==> src/rtl/alu_sequencer_if.sv <==
// Bus bundle between the ALU sequencer and its FIFO_IN, ALU and FIFO_OUT neighbours.
`timescale 1ns/1ps
interface alu_sequencer_if #(
  parameter int OPERATION_SIZE = 2,
  parameter int DATA_SIZE      = 12,
  parameter int FIFO_OUT_WIDTH = 25
);
  logic                                  empty_in;
  logic [OPERATION_SIZE+2*DATA_SIZE-1:0] fifo_in_data;
  logic                                  r_en_in;
  logic                                  alu_start;
  logic [OPERATION_SIZE-1:0]             alu_op;
  logic [DATA_SIZE-1:0]                  alu_a;
  logic [DATA_SIZE-1:0]                  alu_b;
  logic                                  alu_done;
  logic [2*DATA_SIZE-1:0]                alu_result;
  logic                                  alu_ovf;
  logic                                  full_out;
  logic                                  w_en_out;
  logic [FIFO_OUT_WIDTH-1:0]             fifo_out_data;

  modport master (
    input  empty_in, fifo_in_data, alu_done, alu_result, alu_ovf, full_out,
    output r_en_in, alu_start, alu_op, alu_a, alu_b, w_en_out, fifo_out_data
  );

  modport slave (
    output empty_in, fifo_in_data, alu_done, alu_result, alu_ovf, full_out,
    input  r_en_in, alu_start, alu_op, alu_a, alu_b, w_en_out, fifo_out_data
  );
endinterface

==> src/rtl/alu_sequencer.sv <==
// Pops one {op, data0, data1} entry, runs the ALU under a watchdog and pushes
// an {err, result} word to FIFO_OUT, counting completed operations.
`timescale 1ns/1ps
module alu_sequencer #(
  parameter int OPERATION_SIZE = 2,
  parameter int DATA_SIZE      = 12,
  parameter int FIFO_OUT_WIDTH = 25,
  parameter int TIMEOUT_CYCLES = 16,
  parameter int COUNT_WIDTH    = 8
) (
  input  logic                   clk,
  input  logic                   rst_n,
  input  logic                   enable,
  alu_sequencer_if.master        bus,
  output logic                   busy,
  output logic [COUNT_WIDTH-1:0] op_count
);
  localparam int IN_W  = OPERATION_SIZE + 2 * DATA_SIZE;
  localparam int RES_W = 2 * DATA_SIZE;
  localparam int TO_W  = $clog2(TIMEOUT_CYCLES);
  localparam logic [TO_W-1:0] TO_LAST = TO_W'(TIMEOUT_CYCLES - 1);

  typedef enum logic [2:0] {S_IDLE, S_LATCH, S_EXEC, S_WAIT, S_PUSH} state_t;

  function automatic logic op_legal(input logic [OPERATION_SIZE-1:0] op);
    return (op == OPERATION_SIZE'(1)) || (op == OPERATION_SIZE'(2));
  endfunction

  state_t                      state_q, state_d;
  logic [TO_W-1:0]             to_cnt_q;
  logic [FIFO_OUT_WIDTH-1:0]   res_q, res_d;
  logic [OPERATION_SIZE-1:0]   op_q;
  logic [DATA_SIZE-1:0]        a_q, b_q;
  logic [COUNT_WIDTH-1:0]      count_q;
  logic                        busy_q;
  logic                        r_en, start, w_en, load_op, load_res;
  logic [OPERATION_SIZE-1:0]   in_op;
  logic [DATA_SIZE-1:0]        in_a, in_b;

  assign in_op = bus.fifo_in_data[IN_W-1 -: OPERATION_SIZE];
  assign in_a  = bus.fifo_in_data[RES_W-1 -: DATA_SIZE];
  assign in_b  = bus.fifo_in_data[DATA_SIZE-1:0];

  always_comb begin
    state_d  = state_q;
    r_en     = 1'b0;
    start    = 1'b0;
    w_en     = 1'b0;
    load_op  = 1'b0;
    load_res = 1'b0;
    res_d    = '0;
    case (state_q)
      S_IDLE: begin
        if (enable && !bus.empty_in) begin
          r_en    = 1'b1;
          state_d = S_LATCH;
        end
      end
      S_LATCH: begin
        load_op = 1'b1;
        if (op_legal(in_op)) begin
          state_d = S_EXEC;
        end else begin
          load_res = 1'b1;
          res_d    = FIFO_OUT_WIDTH'({1'b1, {RES_W{1'b0}}});
          state_d  = S_PUSH;
        end
      end
      S_EXEC: begin
        start   = 1'b1;
        state_d = S_WAIT;
      end
      S_WAIT: begin
        // A done arriving on the last watchdog cycle still takes priority.
        if (bus.alu_done) begin
          load_res = 1'b1;
          res_d    = FIFO_OUT_WIDTH'({bus.alu_ovf, bus.alu_result});
          state_d  = S_PUSH;
        end else if (to_cnt_q == TO_LAST) begin
          load_res = 1'b1;
          res_d    = FIFO_OUT_WIDTH'({1'b1, {RES_W{1'b0}}});
          state_d  = S_PUSH;
        end
      end
      S_PUSH: begin
        if (!bus.full_out) begin
          w_en    = 1'b1;
          state_d = S_IDLE;
        end
      end
      default: state_d = S_IDLE;
    endcase
  end

  always_ff @(posedge clk or negedge rst_n) begin
    if (!rst_n) begin
      state_q  <= S_IDLE;
      to_cnt_q <= '0;
      res_q    <= '0;
      op_q     <= '0;
      a_q      <= '0;
      b_q      <= '0;
      count_q  <= '0;
      busy_q   <= 1'b0;
    end else begin
      state_q <= state_d;
      busy_q  <= (state_d != S_IDLE);
      if (load_op) begin
        op_q <= in_op;
        a_q  <= in_a;
        b_q  <= in_b;
      end
      if (load_res) res_q <= res_d;
      if (state_q == S_EXEC) begin
        to_cnt_q <= '0;
      end else if (state_q == S_WAIT && !bus.alu_done) begin
        to_cnt_q <= to_cnt_q + TO_W'(1);
      end
      if (w_en) count_q <= count_q + COUNT_WIDTH'(1);
    end
  end

  // The read pulse is held off while reset is asserted so every output reads 0.
  assign bus.r_en_in       = r_en & rst_n;
  assign bus.alu_start     = start;
  assign bus.alu_op        = op_q;
  assign bus.alu_a         = a_q;
  assign bus.alu_b         = b_q;
  assign bus.w_en_out      = w_en;
  assign bus.fifo_out_data = res_q;
  assign busy              = busy_q;
  assign op_count          = count_q;
endmodule

==> src/flat_wrapper.sv <==
// flat-port wrapper written by rule: the top's interface ports become plain ports
module alu_sequencer_flat 
#(
  parameter int OPERATION_SIZE = 2,
  parameter int DATA_SIZE      = 12,
  parameter int FIFO_OUT_WIDTH = 25,
  parameter int TIMEOUT_CYCLES = 16,
  parameter int COUNT_WIDTH    = 8
)
  (clk, rst_n, enable, busy, op_count, bus_empty_in, bus_fifo_in_data, bus_alu_done, bus_alu_result, bus_alu_ovf, bus_full_out, bus_r_en_in, bus_alu_start, bus_alu_op, bus_alu_a, bus_alu_b, bus_w_en_out, bus_fifo_out_data);
  alu_sequencer_if #(.OPERATION_SIZE(OPERATION_SIZE), .DATA_SIZE(DATA_SIZE), .FIFO_OUT_WIDTH(FIFO_OUT_WIDTH)) bus_i ();
  input  logic clk;
  input  logic rst_n;
  input  logic enable;
  output logic busy;
  output logic [COUNT_WIDTH-1:0] op_count;
  input wire logic [$bits(bus_i.empty_in)-1:0] bus_empty_in;
  input wire logic [$bits(bus_i.fifo_in_data)-1:0] bus_fifo_in_data;
  input wire logic [$bits(bus_i.alu_done)-1:0] bus_alu_done;
  input wire logic [$bits(bus_i.alu_result)-1:0] bus_alu_result;
  input wire logic [$bits(bus_i.alu_ovf)-1:0] bus_alu_ovf;
  input wire logic [$bits(bus_i.full_out)-1:0] bus_full_out;
  output wire logic [$bits(bus_i.r_en_in)-1:0] bus_r_en_in;
  output wire logic [$bits(bus_i.alu_start)-1:0] bus_alu_start;
  output wire logic [$bits(bus_i.alu_op)-1:0] bus_alu_op;
  output wire logic [$bits(bus_i.alu_a)-1:0] bus_alu_a;
  output wire logic [$bits(bus_i.alu_b)-1:0] bus_alu_b;
  output wire logic [$bits(bus_i.w_en_out)-1:0] bus_w_en_out;
  output wire logic [$bits(bus_i.fifo_out_data)-1:0] bus_fifo_out_data;
  assign bus_i.empty_in = bus_empty_in;
  assign bus_i.fifo_in_data = bus_fifo_in_data;
  assign bus_i.alu_done = bus_alu_done;
  assign bus_i.alu_result = bus_alu_result;
  assign bus_i.alu_ovf = bus_alu_ovf;
  assign bus_i.full_out = bus_full_out;
  assign bus_r_en_in = bus_i.r_en_in;
  assign bus_alu_start = bus_i.alu_start;
  assign bus_alu_op = bus_i.alu_op;
  assign bus_alu_a = bus_i.alu_a;
  assign bus_alu_b = bus_i.alu_b;
  assign bus_w_en_out = bus_i.w_en_out;
  assign bus_fifo_out_data = bus_i.fifo_out_data;
  alu_sequencer #(.OPERATION_SIZE(OPERATION_SIZE), .DATA_SIZE(DATA_SIZE), .FIFO_OUT_WIDTH(FIFO_OUT_WIDTH), .TIMEOUT_CYCLES(TIMEOUT_CYCLES), .COUNT_WIDTH(COUNT_WIDTH)) u_core (.clk(clk), .rst_n(rst_n), .enable(enable), .bus(bus_i), .busy(busy), .op_count(op_count));
endmodule
==> config.mk <==
export PLATFORM = sky130hd
export DESIGN_NAME = alu_sequencer_flat
export DESIGN_NICKNAME = d
export VERILOG_FILES = /design/src/rtl/alu_sequencer_if.sv /design/src/rtl/alu_sequencer.sv /design/src/flat_wrapper.sv
export SDC_FILE = /design/constraint.sdc
export NUM_CORES = 1
export LEC_CHECK = 0
export ABC_CLOCK_PERIOD_IN_PS = 3000
export BUFFER_PORTS_ARGS = -buffer_cell sky130_fd_sc_hd__buf_2
export CORE_MARGIN = 2
export CORE_UTILIZATION = 50
export DETAILED_ROUTE_END_ITERATION = 10
export PLACE_DENSITY = 0.84
export SLEW_MARGIN = 10
export SYNTH_ARGS = -nofsm -noshare
export SYNTH_HDL_FRONTEND = slang
export SYNTH_SLANG_ARGS = --single-unit
==> constraint.sdc <==
create_clock -name clk -period 3 [get_ports clk]
set_input_delay 0 -clock clk [delete_from_list [all_inputs] [get_ports clk]]
set_output_delay 0 -clock clk [all_outputs]
set_load 0.05 [all_outputs]
Word level (Yosys, flattened, before mapping)
Cells that the tools add are included.
- eq/ne operators: 7
- muxes and demuxes: 22
- reductions and logical operators: 8
- bitwise gates (word level): 1
- magnitude comparators: 0
- $mul: 0
- divide/modulo/power cells: 0
- add/subtract/negate cells: 2
- shift operators: 0
- operator list (kind ; number):
    $mux W25 ; 3
    $pmux W25 S2 ; 1
    $mux W3 ; 5
    $pmux W3 S5 ; 1
    $mux W1 ; 9
    $add A8 B1 Y8 const B ; 1
    $mux W4 ; 2
    $eq A3 B2 Y1 const B ; 2
    $add A4 B1 Y4 const B ; 1
    $eq A4 B4 Y1 const B ; 1
    $eq A3 B1 Y1 const B ; 1
    $eq A3 B3 Y1 const B ; 1
    $logic_not A3 Y1 ; 1
    $reduce_bool A3 Y1 ; 1
    $eq A2 B1 Y1 const B ; 1
    $eq A2 B2 Y1 const B ; 1
    $logic_and A1 B1 Y1 ; 2
    $logic_not A1 Y1 ; 2
    $pmux W1 S2 ; 1
    $reduce_bool A2 Y1 ; 1
    $and A1 B1 Y1 ; 1
    $logic_or A1 B1 Y1 ; 1
- logic and storage cells: 48
- register bits after elaboration: 67
- output and inout bits: 63
- bits in writable memories: 0
- memory bits (read-only): 0
- memories: 0
- bits in latches: 0
- bits of input ports: 57

Depth between registers and ports, before layout
Gate-level depths: netlist (run 1).
- depth after elaboration: 5
- gate-level depth with buffers: 6
- mapped depth without buffers: 5

Worst setup path after synthesis (run 1)
OpenSTA, ideal clock, no wires.
- path kind: register to register
- from: register u_core.state_q[0]
- to: register u_core.count_q[5], in the netlist u_core.op_count[5]
- library setup time: 0.141 ns
- period minus slack after synthesis: 2.008 ns
- data arrival time: 1.867 ns
- stages on the path, launching flop included: 6
- path buffers: 1
- setup slack: 0.992 ns
- data required time: 2.859 ns
- path through: dfrtp_1 > buf_6 > nor4b_4 > and4_4 > nand3_2 > xnor2_1
- word-level cells in the longest chain between the ends: 2
- RTL lines (element ; line ; text):
    start: declaration ; alu_sequencer.sv:29 ; state_t state_q, state_d;
    start signal: assignment ; alu_sequencer.sv:106 ; state_q <= state_d;
    $eq A3 B3 Y1 ; alu_sequencer.sv:52 ; case (state_q)
    $mux W1 ; alu_sequencer.sv:52 ;
    via bus_w_en_out ; flat_wrapper.sv:28 ; output wire logic [$bits(bus_i.w_en_out)-1:0] bus_w_en_out;
    end signal: assignment ; alu_sequencer.sv:119 ; if (w_en) count_q <= count_q + COUNT_WIDTH'(1);
    end: declaration ; alu_sequencer.sv:34 ; logic [COUNT_WIDTH-1:0] count_q;
The timed path passes the listed nets, and every way through them passes these cells.
A chain may end at the register's enable or synchronous reset.

Final worst setup path (run 1)
- from: register u_core.state_q[0]
- to: register u_core.res_q[12], in the netlist u_core.bus.fifo_out_data[12]
- word-level cells in the longest chain between the ends: 2
- elaborated cells between the ends (all ways): 4
- those cells by class: eq/ne (2); mux (2)
- RTL lines (element ; line ; text):
    $eq A3 B2 Y1 or $eq A3 B1 Y1 (tied branches) ; alu_sequencer.sv:52 ;
    $pmux W25 S2 or $pmux W1 S2 (tied branches) ; alu_sequencer.sv:52 ;
    end signal: assignment ; alu_sequencer.sv:113 ; if (load_res) res_q <= res_d;
    end: declaration ; alu_sequencer.sv:31 ; logic [FIFO_OUT_WIDTH-1:0] res_q, res_d;
Parallel ways exist; a longest one is shown, timed or not.

==> results of run 1 <==
-- worst min-delay path by stage --
stage                                 endpoint  slack, ns
6_report        u_core.op_count[2]$_DFFE_PN0P_       0.02
5_1_grt         u_core.op_count[0]$_DFFE_PN0P_       0.04
4_1_cts         u_core.op_count[2]$_DFFE_PN0P_       0.01
3_5_place_dp       u_core.state_q[2]$_DFF_PN0_       0.18
3_3_place_gp       u_core.state_q[2]$_DFF_PN0_       0.16
2_1_floorplan  u_core.bus.alu_a[0]$_DFFE_PN0P_      -0.30
-- flip-flops by register name (all words and copies together) (netlist names) --
name / flops
u_core.bus.alu_a: 12
u_core.bus.alu_b: 12
u_core.bus.alu_op: 2
u_core.bus.fifo_out_data: 25
u_core.busy: 1
u_core.op_count: 8
u_core.state_q: 3
u_core.to_cnt_q: 4
-- power groups by stage --
stage / Combinational [mW] / Sequential (mW) / Clock [mW]
after floorplan: 0.717 / 2.53 / 0
after global placement: 2.18 / 1.50 / 0
after detailed placement: 2.23 / 1.52 / 0
after CTS: 2.28 / 1.51 / 0.739
after global routing: 2.40 / 1.57 / 0.783
final: 2.29 / 1.53 / 0.717
-- synthesized netlist by cell type, types with 3 or more instances --
| cell type | number | area share, % |
|---|---|---|
| nand2_1 | 7 | 0.97 |
| buf_4 | 3 | 0.83 |
| a22o_1 | 24 | 7.8 |
| xnor2_1 | 5 | 1.6 |
| xor2_1 | 3 | 0.97 |
| buf_2 | 7 | 1.3 |
| a21oi_1 | 5 | 0.92 |
| dfrtp_1 | 67 | 62 |
| o21ai_0 | 6 | 1.1 |
| mux2_2 | 27 | 11 |
-- worst max-delay path: cells and delay by family, from the launching register on --
kind            cells  cell delay (ns)
compound gates      1             0.27
flops               1             0.51
simple gates        2             1.07
-- kinds of logic after synthesis --
group | share of synthesized area (%)
mux | 12.0
fa+ha+maj | 0.924
flops | 61.9
compound gates | 10.9
xor+xnor | 2.59
simple gates | 8.78
buf+inv | 2.96
-- cell type report --
| cell class | count | area, sq um |
|---|---|---|
| flip-flops and latches | 67 | 1680 |
| repair buffers | 175 | 1150 |
| fillers | 303 | 1100 |
| multi-input cells | 111 | 952 |
| clock buffers | 10 | 128 |
| well taps | 70 | 87.6 |
| clock inverters | 6 | 65.1 |
| inverters | 2 | 7.51 |
-- routing by layer --
| layer | track usage (%) | wire length, um | vias up |
|---|---|---|---|
| li1 | - | - | 1051 |
| met1 | 30.7 | 3010 | 1102 |
| met2 | 43.5 | 3660 | 116 |
| met3 | 6.05 | 440 | 19 |
| met4 | 9.82 | 183 | 0 |
| met5 | 0 | 0 | - |
-- through the flow --
stage	area, sq um	std cells	util [%]
floorplan	2710	192	-
global placement	3330	371	64.5
detailed placement	3330	371	64.5
CTS	4070	441	78.6
global route	4070	441	78.6
finish	4070	441	78.6
-- layout by cell type (no fill, tap or decap), types with 2 or more instances in the layout --
cell           Yosys  layout
mux2_2            27      27
nor3b_1            2       2
dlygate4sd3_1      0      54
nor2b_1            2       2
buf_2              7     119
nand4_1            2       2
nand3_2            2       2
dfrtp_1           67      67
a21oi_1            5       5
a22o_1            24      24
xnor2_1            5       5
and3_1             2       2
buf_4              3       2
o21ai_0            6       6
mux2i_1            2       2
nand2b_1           2       2
nor3_1             2       2
nand2_1            7       7
a31oi_1            2       2
nand3_1            2       2
ha_1               2       2
nor4b_1            2       2
inv_1              2       2
clkbuf_8           0       9
xor2_1             3       3
clkinv_2           0       2
-- timing repair --
| action | in CTS | in global routing |
|---|---|---|
| gates resized for setup | 0 | 0 |
| hold buffers | 54 | 0 |
| endpoints found under the hold margin | 91 | 0 |
==> results.json, run 1 <==
{
  "routedWlPerCell_um": 16.5,
  "drtPass1Iterations": 4,
  "power_switching_mw": 2.21,
  "drv_cap": 0,
  "clk_path_buf_depth": 2,
  "grt_pass1_vias": 2422,
  "cts_tree": "done",
  "drive_gt1_share_pct": 45.6,
  "whs_ns": 0.0218,
  "synth_edf_count": 0,
  "vdd_drop_max_mv": 0.657,
  "cts_sinks": 67,
  "rrSetupSlack_ns": 1.08,
  "slowest_delay_ns": 0.77,
  "synth.cell_area_sq_um": 2710,
  "synth_cell_types": 35,
  "p_seq_share_pct": 33.7,
  "tightest_slew_ns": 0.909,
  "p_clk_share_pct": 15.8,
  "die_y_um": 77.6,
  "num_antenna_cells": 0,
  "hold_class": "input pin to register",
  "dieWidth_um": 77.6,
  "synthFlopType": "dfrtp_1",
  "r2r-end": "u_core.bus.fifo_out_data[12]$_DFFE_PN0P_",
  "rr_startpoint": "u_core.state_q[0]$_DFF_PN0_",
  "holdPathStages": 4,
  "place_hpwl_um": 4140,
  "grtUsageTotal_pct": 25.3,
  "p_int_mw": 2.33,
  "synthArstFlopShare_pct": 100,
  "numCtsBuffers": 9,
  "fin_setup_tns_ns": 0,
  "setup_ws_ns": 1.08,
  "gp_congestion": 0.821,
  "worstPathArrival_ns": 2.17,
  "core.rowCount": 26,
  "crit_path_end": "u_core.bus.fifo_out_data[12]$_DFFE_PN0P_",
  "fmax_ghz": 0.522,
  "final_nets": 425,
  "grt_pass1_wl_um": 11700,
  "io_buffers": 119,
  "gr-total-overflow": 0,
  "outcome": "complete, no violations",
  "startpoint": "u_core.state_q[0]$_DFF_PN0_",
  "drv_slew": 0,
  "slew_headroom_pct": 39.4,
  "synth_cells": 192,
  "finClkSkew_ns": 0.00788,
  "ys_warn_count": 0,
  "cp_cell_sequence": "nor2b_1 -> and3_1 -> a22o_1",
  "rsz0062_at_grt": "no",
  "drt_iter0_drc": 94,
  "worstHoldStart": "bus_full_out",
  "path_max_fanout": 24,
  "h-tree-depth": 3,
  "cp_slowest_cell": "and3_1",
  "ys_ff_latch": 67,
  "antenna_found_initial": 0,
  "p_leak_nw": 2.04,
  "finalPower_mw": 4.54,
  "reg2reg_depth": 3,
  "preCtsSetupSlack_ns": 1.13,
  "period_minus_slack_ns": 1.92,
  "dr_total_vias": 2288,
  "wl_um": 7290,
  "final_hold_viol_count": 0,
  "ios": 120,
  "clockRootBuffer": "clkbuf_8",
  "cts_setup_buffers": 0,
  "required_ns": 3.25,
  "drc": 0,
  "avgSynthCellArea_sq_um": 14.1,
  "clkTransAtPathRegs_ns": 0.07,
  "syn_nets": 251,
  "grt_max_degree": 42,
  "insertion_delay_ns": 0.32,
  "setup_violations": 0,
  "via_per_inst": 5.19,
  "die_area_sq_um": 6020,
  "min_period_over_period_pct": 63.9,
  "drtAntennaViolNets": 0,
  "comb_power_share_pct": 50.5,
  "swShare_pct": 48.6,
  "critPathKind": "register to register",
  "worst_setup_path_start_kind": "register",
  "initial_core_util_pct": 52.4,
  "areaGrowthSynthToFinish_pct": 50.2,
  "critPathCaptureType": "register",
  "powerDensity_nw_per_um2": 1120,
  "core-area_sq_um": 5170,
  "ys_seq_area_share_pct": 61.9
}
Note: power is estimated with default switching activity, not from simulation.
==> run 2: changes to the inputs <==
--- a/config.mk
+++ b/config.mk
@@ -5,12 +5,13 @@
 export SDC_FILE = /design/constraint.sdc
 export NUM_CORES = 1
 export LEC_CHECK = 0
-export ABC_CLOCK_PERIOD_IN_PS = 3000
+export ABC_AREA = 1
+export ABC_CLOCK_PERIOD_IN_PS = 1750
 export BUFFER_PORTS_ARGS = -buffer_cell sky130_fd_sc_hd__buf_2
 export CORE_MARGIN = 2
-export CORE_UTILIZATION = 50
+export CORE_UTILIZATION = 43
 export DETAILED_ROUTE_END_ITERATION = 10
-export PLACE_DENSITY = 0.84
+export PLACE_DENSITY = 0.76
 export SLEW_MARGIN = 10
 export SYNTH_ARGS = -nofsm -noshare
 export SYNTH_HDL_FRONTEND = slang
==> constraint.sdc (replaced) <==
create_clock -name clk -period 1.75 [get_ports clk]
set_input_delay 0 -clock clk [delete_from_list [all_inputs] [get_ports clk]]
set_output_delay 0 -clock clk [all_outputs]
set_load 0.05 [all_outputs]
==> run 2 against run 1 <==
Net effect:
- register-to-register slack lost 0.78 ns
- global-route usage shrank 3.8 points
- clock power rose by 91%
- setup slack worse by 0.90 ns
- routed wire length increased by 5.1%
- core utilization decreased by 12 points
- sequential power rose by 64%
- critical path depth up 1
- highest routed layer unchanged
==> results.json, run 2 <==
{
  "cp_num_cells": 4,
  "areaGrowthSynthToFinish_pct": 49.5,
  "fin_setup_tns_ns": 0,
  "path_max_fanout": 6,
  "grt_pass1_vias": 2722,
  "drv_slew": 0,
  "largest_register_ffs": 25,
  "hold_buffers": 53,
  "drive_gt1_share_pct": 29.3,
  "synth.cell_area_sq_um": 2830,
  "tightest_slew_ns": 0.829,
  "final_hold_viol_count": 0,
  "synthArstFlopShare_pct": 100,
  "rr_startpoint": "u_core.to_cnt_q[0]$_DFFE_PN0P_",
  "die_area_sq_um": 7260,
  "layout_common_cells": "nand2_1, buf_2, dfrtp_1, dlygate4sd3_1, nand3_1",
  "ys_warn_count": 0,
  "synth_edf_count": 0,
  "die_y_um": 85.2,
  "dieWidth_um": 85.2,
  "core-area_sq_um": 6350,
  "synthFlopType": "dfrtp_1",
  "avgSynthCellArea_sq_um": 8.48,
  "insertion_delay_ns": 0.34,
  "io_buffers": 119,
  "drt_iter0_drc": 124,
  "reg2reg_depth": 7,
  "finalPower_mw": 7.79,
  "place_hpwl_um": 4590,
  "fmax_ghz": 0.637,
  "core.rowCount": 29,
  "finClkSkew_ns": 0.0114,
  "cp_slowest_cell": "dfrtp_1",
  "crit_buf_inv": 2,
  "dr_total_vias": 2781,
  "syn_nets": 393,
  "required_ns": 1.75,
  "routedWlPerCell_um": 12.9,
  "preCtsSetupSlack_ns": 0.334,
  "slowest_delay_ns": 0.44,
  "ys_ff_latch": 67,
  "critPathKind": "register to output pin",
  "yosysTopAreaCellShare_pct": 59.2,
  "drv_cap": 0,
  "dpl_cell_area_sq_um": 3500,
  "via_per_inst": 4.69,
  "drtAntennaViolNets": 0,
  "synthTopCellsByCount": "nand2_1, dfrtp_1, nand3_1",
  "crit_path_end": "bus_w_en_out",
  "cp_cell_sequence": "nor2_1 -> nand2_2 -> inv_2 -> buf_2",
  "clockRootBuffer": "clkbuf_8",
  "clkTransAtPathRegs_ns": 0.07,
  "initial_core_util_pct": 44.6,
  "synth_most_common_cell": "nand2_1",
  "worst_setup_path_start_kind": "register",
  "cts_tree": "done",
  "ios": 120,
  "clk_path_buf_depth": 2,
  "dp_cells": 524,
  "cts_setup_buffers": 0,
  "gr-total-overflow": 0,
  "cts_sinks": 67,
  "rrSetupSlack_ns": 0.30,
  "grtUsageTotal_pct": 21.5,
  "h-tree-depth": 3,
  "hold_class": "input pin to register",
  "ys_seq_area_share_pct": 59.2,
  "critPathCaptureType": "output pin",
  "r2r-end": "u_core.bus.fifo_out_data[2]$_DFFE_PN0P_",
  "grt_max_degree": 68,
  "stdcell_area_sq_um": 4240,
  "wl_um": 7670,
  "startpoint": "u_core.state_q[0]$_DFF_PN0_",
  "numCtsBuffers": 9,
  "synth_cell_types": 20,
  "layout_commonest_cell": "nand2_1",
  "gp_congestion": 0.799,
  "synth.largest_area_cell": "dfrtp_1",
  "period_minus_slack_ns": 1.57,
  "rsz0062_at_grt": "no",
  "worstPathArrival_ns": 1.57,
  "vdd_drop_max_mv": 1.49,
  "p_leak_nw": 2.47,
  "cp_top_family": "flip-flops",
  "drc": 0,
  "antenna_found_initial": 0,
  "drtPass1Iterations": 4,
  "setup_ws_ns": 0.180,
  "grt_pass1_wl_um": 12200,
  "powerDensity_nw_per_um2": 1840,
  "final_nets": 570,
  "slew_headroom_pct": 44.7,
  "outcome": "complete, no violations",
  "num_antenna_cells": 0,
  "synth_cells": 334,
  "cts_resized": 0,
  "min_period_over_period_pct": 89.7,
  "setup_violations": 0,
  "synthTopCellsByArea": "dfrtp_1, nand2_1, nand3_1",
  "finalNonFillerCells": 593
}
==> run 2: logic make-up after synthesis <==
| group | share of synthesized area [%] |
|---|---|
| AND/OR/NAND/NOR | 32.3 |
| flip-flops | 59.2 |
| buffers and inverters | 5.34 |
| AO/OA/AOI/OAI | 1.06 |
| XOR/XNOR | 1.24 |
| adder cells (fa/ha/maj) | 0.883 |
==> run 2: final cells by class <==
cell class                      instances  area (sq um)
Multi-Input combinational cell        233          1010
Clock inverter                          5          77.6
Inverter                               23          86.3
Tap cell                               77          96.3
Sequential cell                        67          1680
Timing Repair Buffer                  177          1160
Fill cell                             521          2110
Clock buffer                           11           131
==> run 2: through the flow <==
stage          util (%)  hold slack [ns]
2_1_floorplan         -           -0.296
3_3_place_gp       55.1            0.195
3_5_place_dp       55.1            0.196
4_1_cts            66.7        0.0000280
5_1_grt            66.7           0.0716
6_report           66.7           0.0195
==> run 2: worst min path at each step <==
stage,slack [ns],to,cells after the start,from
5_1_grt,0.07,u_core.to_cnt_q[1]$_DFFE_PN0P_,4,bus_alu_done
4_1_cts,0.00003,u_core.to_cnt_q[1]$_DFFE_PN0P_,4,bus_alu_done
2_1_floorplan,-0.30,u_core.bus.alu_a[0]$_DFFE_PN0P_,0,rst_n
3_3_place_gp,0.19,u_core.bus.alu_a[4]$_DFFE_PN0P_,3,bus_fifo_in_data[16]
6_report,0.02,u_core.to_cnt_q[1]$_DFFE_PN0P_,4,bus_alu_done
3_5_place_dp,0.20,u_core.bus.alu_a[8]$_DFFE_PN0P_,3,bus_fifo_in_data[20]
==> run 2: tightest hold or removal path, cell delays in order <==
cell	delay (ns)
buf_2	0.11
nor2_1	0.09
nand2_1	0.07
nand2_1	0.05
==> run 2: metal layers <==
metal  vias to the layer above  wire, um  global-route usage, %
li1                       1385         -                      -
met5                         -         0                      0
met3                        12       355                   4.38
met4                         0       134                   9.96
met1                      1301      3130                   24.5
met2                        83      4050                   38.6
==> run 2: where the power goes <==
group	internal [mW]	switching [mW]	total, mW
clock	0.799	0.573	1.37
sequential	2.14	0.367	2.51
combinational	0.916	2.99	3.91
==> run 3: changes to the inputs <==
--- a/config.mk
+++ b/config.mk
@@ -7,11 +7,11 @@
 export LEC_CHECK = 0
 export ABC_AREA = 1
 export ABC_CLOCK_PERIOD_IN_PS = 1750
-export BUFFER_PORTS_ARGS = -buffer_cell sky130_fd_sc_hd__buf_2
+export BUFFER_PORTS_ARGS = -buffer_cell sky130_fd_sc_hd__buf_4
 export CORE_MARGIN = 2
-export CORE_UTILIZATION = 43
+export CORE_UTILIZATION = 40
 export DETAILED_ROUTE_END_ITERATION = 10
-export PLACE_DENSITY = 0.76
+export PLACE_DENSITY = 0.71
 export SLEW_MARGIN = 10
 export SYNTH_ARGS = -nofsm -noshare
 export SYNTH_HDL_FRONTEND = slang
==> run 3 against run 2 <==
Net effect:
- register-to-register slack barely moved
- via count grew 0.54%
- worst hold slack improved by 0.021 ns
- global-route usage shrank 1.3 points
- critical path type unchanged
- highest routed layer unchanged
==> results.json, run 3 (synthesis gave the netlist of run 2 again) <==
{
  "fin_setup_tns_ns": 0,
  "slowest_delay_ns": 0.45,
  "areaGrowthSynthToFinish_pct": 61.8,
  "rsz0062_at_grt": "no",
  "finClkSkew_ns": 0.00987,
  "clockRootBuffer": "clkbuf_8",
  "grt_max_degree": 29,
  "nFillCells": 548,
  "cts_resized": 0,
  "rrSetupSlack_ns": 0.31,
  "routedWlPerCell_um": 12.7,
  "rr_startpoint": "u_core.to_cnt_q[0]$_DFFE_PN0P_",
  "cp_cell_sequence": "nor2_1 -> nand3_1 -> nor2_1 -> buf_4",
  "slew_headroom_pct": 72.5,
  "io_buffers": 119,
  "critPathMostFrequentCell": "nor2_1",
  "die_area_sq_um": 7770,
  "hold_class": "input pin to async pin",
  "cts_sinks": 67,
  "startpoint": "u_core.state_q[0]$_DFF_PN0_",
  "fmax_ghz": 0.660,
  "drv_cap": 0,
  "worstPathArrival_ns": 1.52,
  "gp_congestion": 0.789,
  "core-area_sq_um": 6830,
  "r2r-end": "u_core.bus.fifo_out_data[1]$_DFFE_PN0P_",
  "worst_setup_path_start_kind": "register",
  "gr-total-overflow": 0,
  "dr_total_vias": 2796,
  "reg2reg_depth": 7,
  "core.rowCount": 30,
  "num_antenna_cells": 0,
  "via_per_inst": 4.55,
  "grt_pass1_wl_um": 12100,
  "period_minus_slack_ns": 1.52,
  "register_area_sq_um": 1680,
  "insertion_delay_ns": 0.34,
  "numCtsBuffers": 9,
  "clk_path_buf_depth": 2,
  "drtPass1Iterations": 4,
  "whs_ns": 0.0406,
  "final_nets": 572,
  "critPathKind": "register to output pin",
  "cts_tree": "done",
  "grtUsageTotal_pct": 20.2,
  "largest_register_ffs": 25,
  "path_max_fanout": 6,
  "preCtsSetupSlack_ns": 0.334,
  "drc": 0,
  "dieWidth_um": 88.2,
  "powerDensity_nw_per_um2": 1790,
  "drt_iter0_drc": 98,
  "setup_violations": 0,
  "min_period_over_period_pct": 86.6,
  "multi_input_area_sq_um": 1010,
  "drv_slew": 0,
  "initial_core_util_pct": 41.5,
  "setup_ws_ns": 0.235,
  "wl_um": 7780,
  "p_leak_nw": 2.55,
  "antenna_found_initial": 0,
  "h-tree-depth": 3,
  "place_hpwl_um": 4980,
  "die_y_um": 88.2,
  "layout_commonest_cell": "nand2_1",
  "outcome": "complete, no violations",
  "drtAntennaViolNets": 0,
  "vdd_drop_max_mv": 0.851,
  "crit_path_end": "bus_r_en_in",
  "drive_gt1_share_pct": 29.5,
  "layout_common_cells": "nand2_1, buf_4, dfrtp_1, dlygate4sd3_1, nand3_1",
  "final_hold_viol_count": 0,
  "cp_slowest_cell": "dfrtp_1",
  "required_ns": 1.75,
  "critPathCaptureType": "output pin",
  "grt_pass1_vias": 2728,
  "tightest_slew_ns": 0.411,
  "clkTransAtPathRegs_ns": 0.08,
  "ios": 120
}
## run 3: cell count changes in the layout (fill, tap and decap cells not counted)
| cell | delta |
|---|---|
| buf_4 | +120 |
| buf_2 | -119 |
| clkinvlp_4 | +1 |
| clkinv_2 | -1 |
| clkbuf_1 | -1 |
| dlygate4sd3_1 | +1 |
| inv_6 | +1 |
## run 3: worst min-delay path by stage
stage | to
floorplan | u_core.bus.alu_a[0]$_DFFE_PN0P_
global placement | u_core.bus.fifo_out_data[23]$_DFFE_PN0P_
detailed placement | u_core.bus.fifo_out_data[23]$_DFFE_PN0P_
CTS | u_core.bus.fifo_out_data[23]$_DFFE_PN0P_
global route | u_core.bus.fifo_out_data[23]$_DFFE_PN0P_
finish | u_core.bus.fifo_out_data[0]$_DFFE_PN0P_
## run 3: worst max-delay path: cells and delay by family, from the launching register on
kind	cells	cell delay (ns)
AND/OR/NAND/NOR	3	0.52
flip-flops	1	0.45
buffers and inverters	1	0.21
## run 3: area by class of cell
class	instances	area share, %
clock buffers	10	2.78
multi-input cells	233	21.9
repair buffers	179	32.3
clock inverters	6	1.94
well taps	96	2.62
flip-flops and latches	67	36.6
inverters	23	1.88
## run 3: per-layer routing
layer | part of all wire [%] | vias up | track usage [%]
met4 | 1.7 | 0 | 8.95
li1 | - | 1386 | -
met5 | 0 | - | 0
met3 | 4.6 | 13 | 3.30
met2 | 51 | 96 | 34.4
met1 | 43 | 1301 | 25.4
## run 3: timing repair
item                      CTS  global route
hold buffers               54             0
buffers inserted            0             0
hold endpoints to repair  122             0
## run 3: power by group
group	switching [mW]	internal (mW)	leakage, nW
registers	0.386	2.14	0.860
logic	3.00	1.27	1.58
clock network	0.608	0.805	0.103
total	3.99	4.21	2.55
## run 3: through the flow
step,std cells,total power [mW],instance area [sq um],utilization [%]
6_report,614,8.21,4580,67.1
5_1_grt,614,8.68,4580,67.1
4_1_cts,614,8.25,4580,67.1
3_5_place_dp,544,6.73,3830,56.0
3_3_place_gp,544,6.66,3830,56.0
2_1_floorplan,334,5.40,2830,-
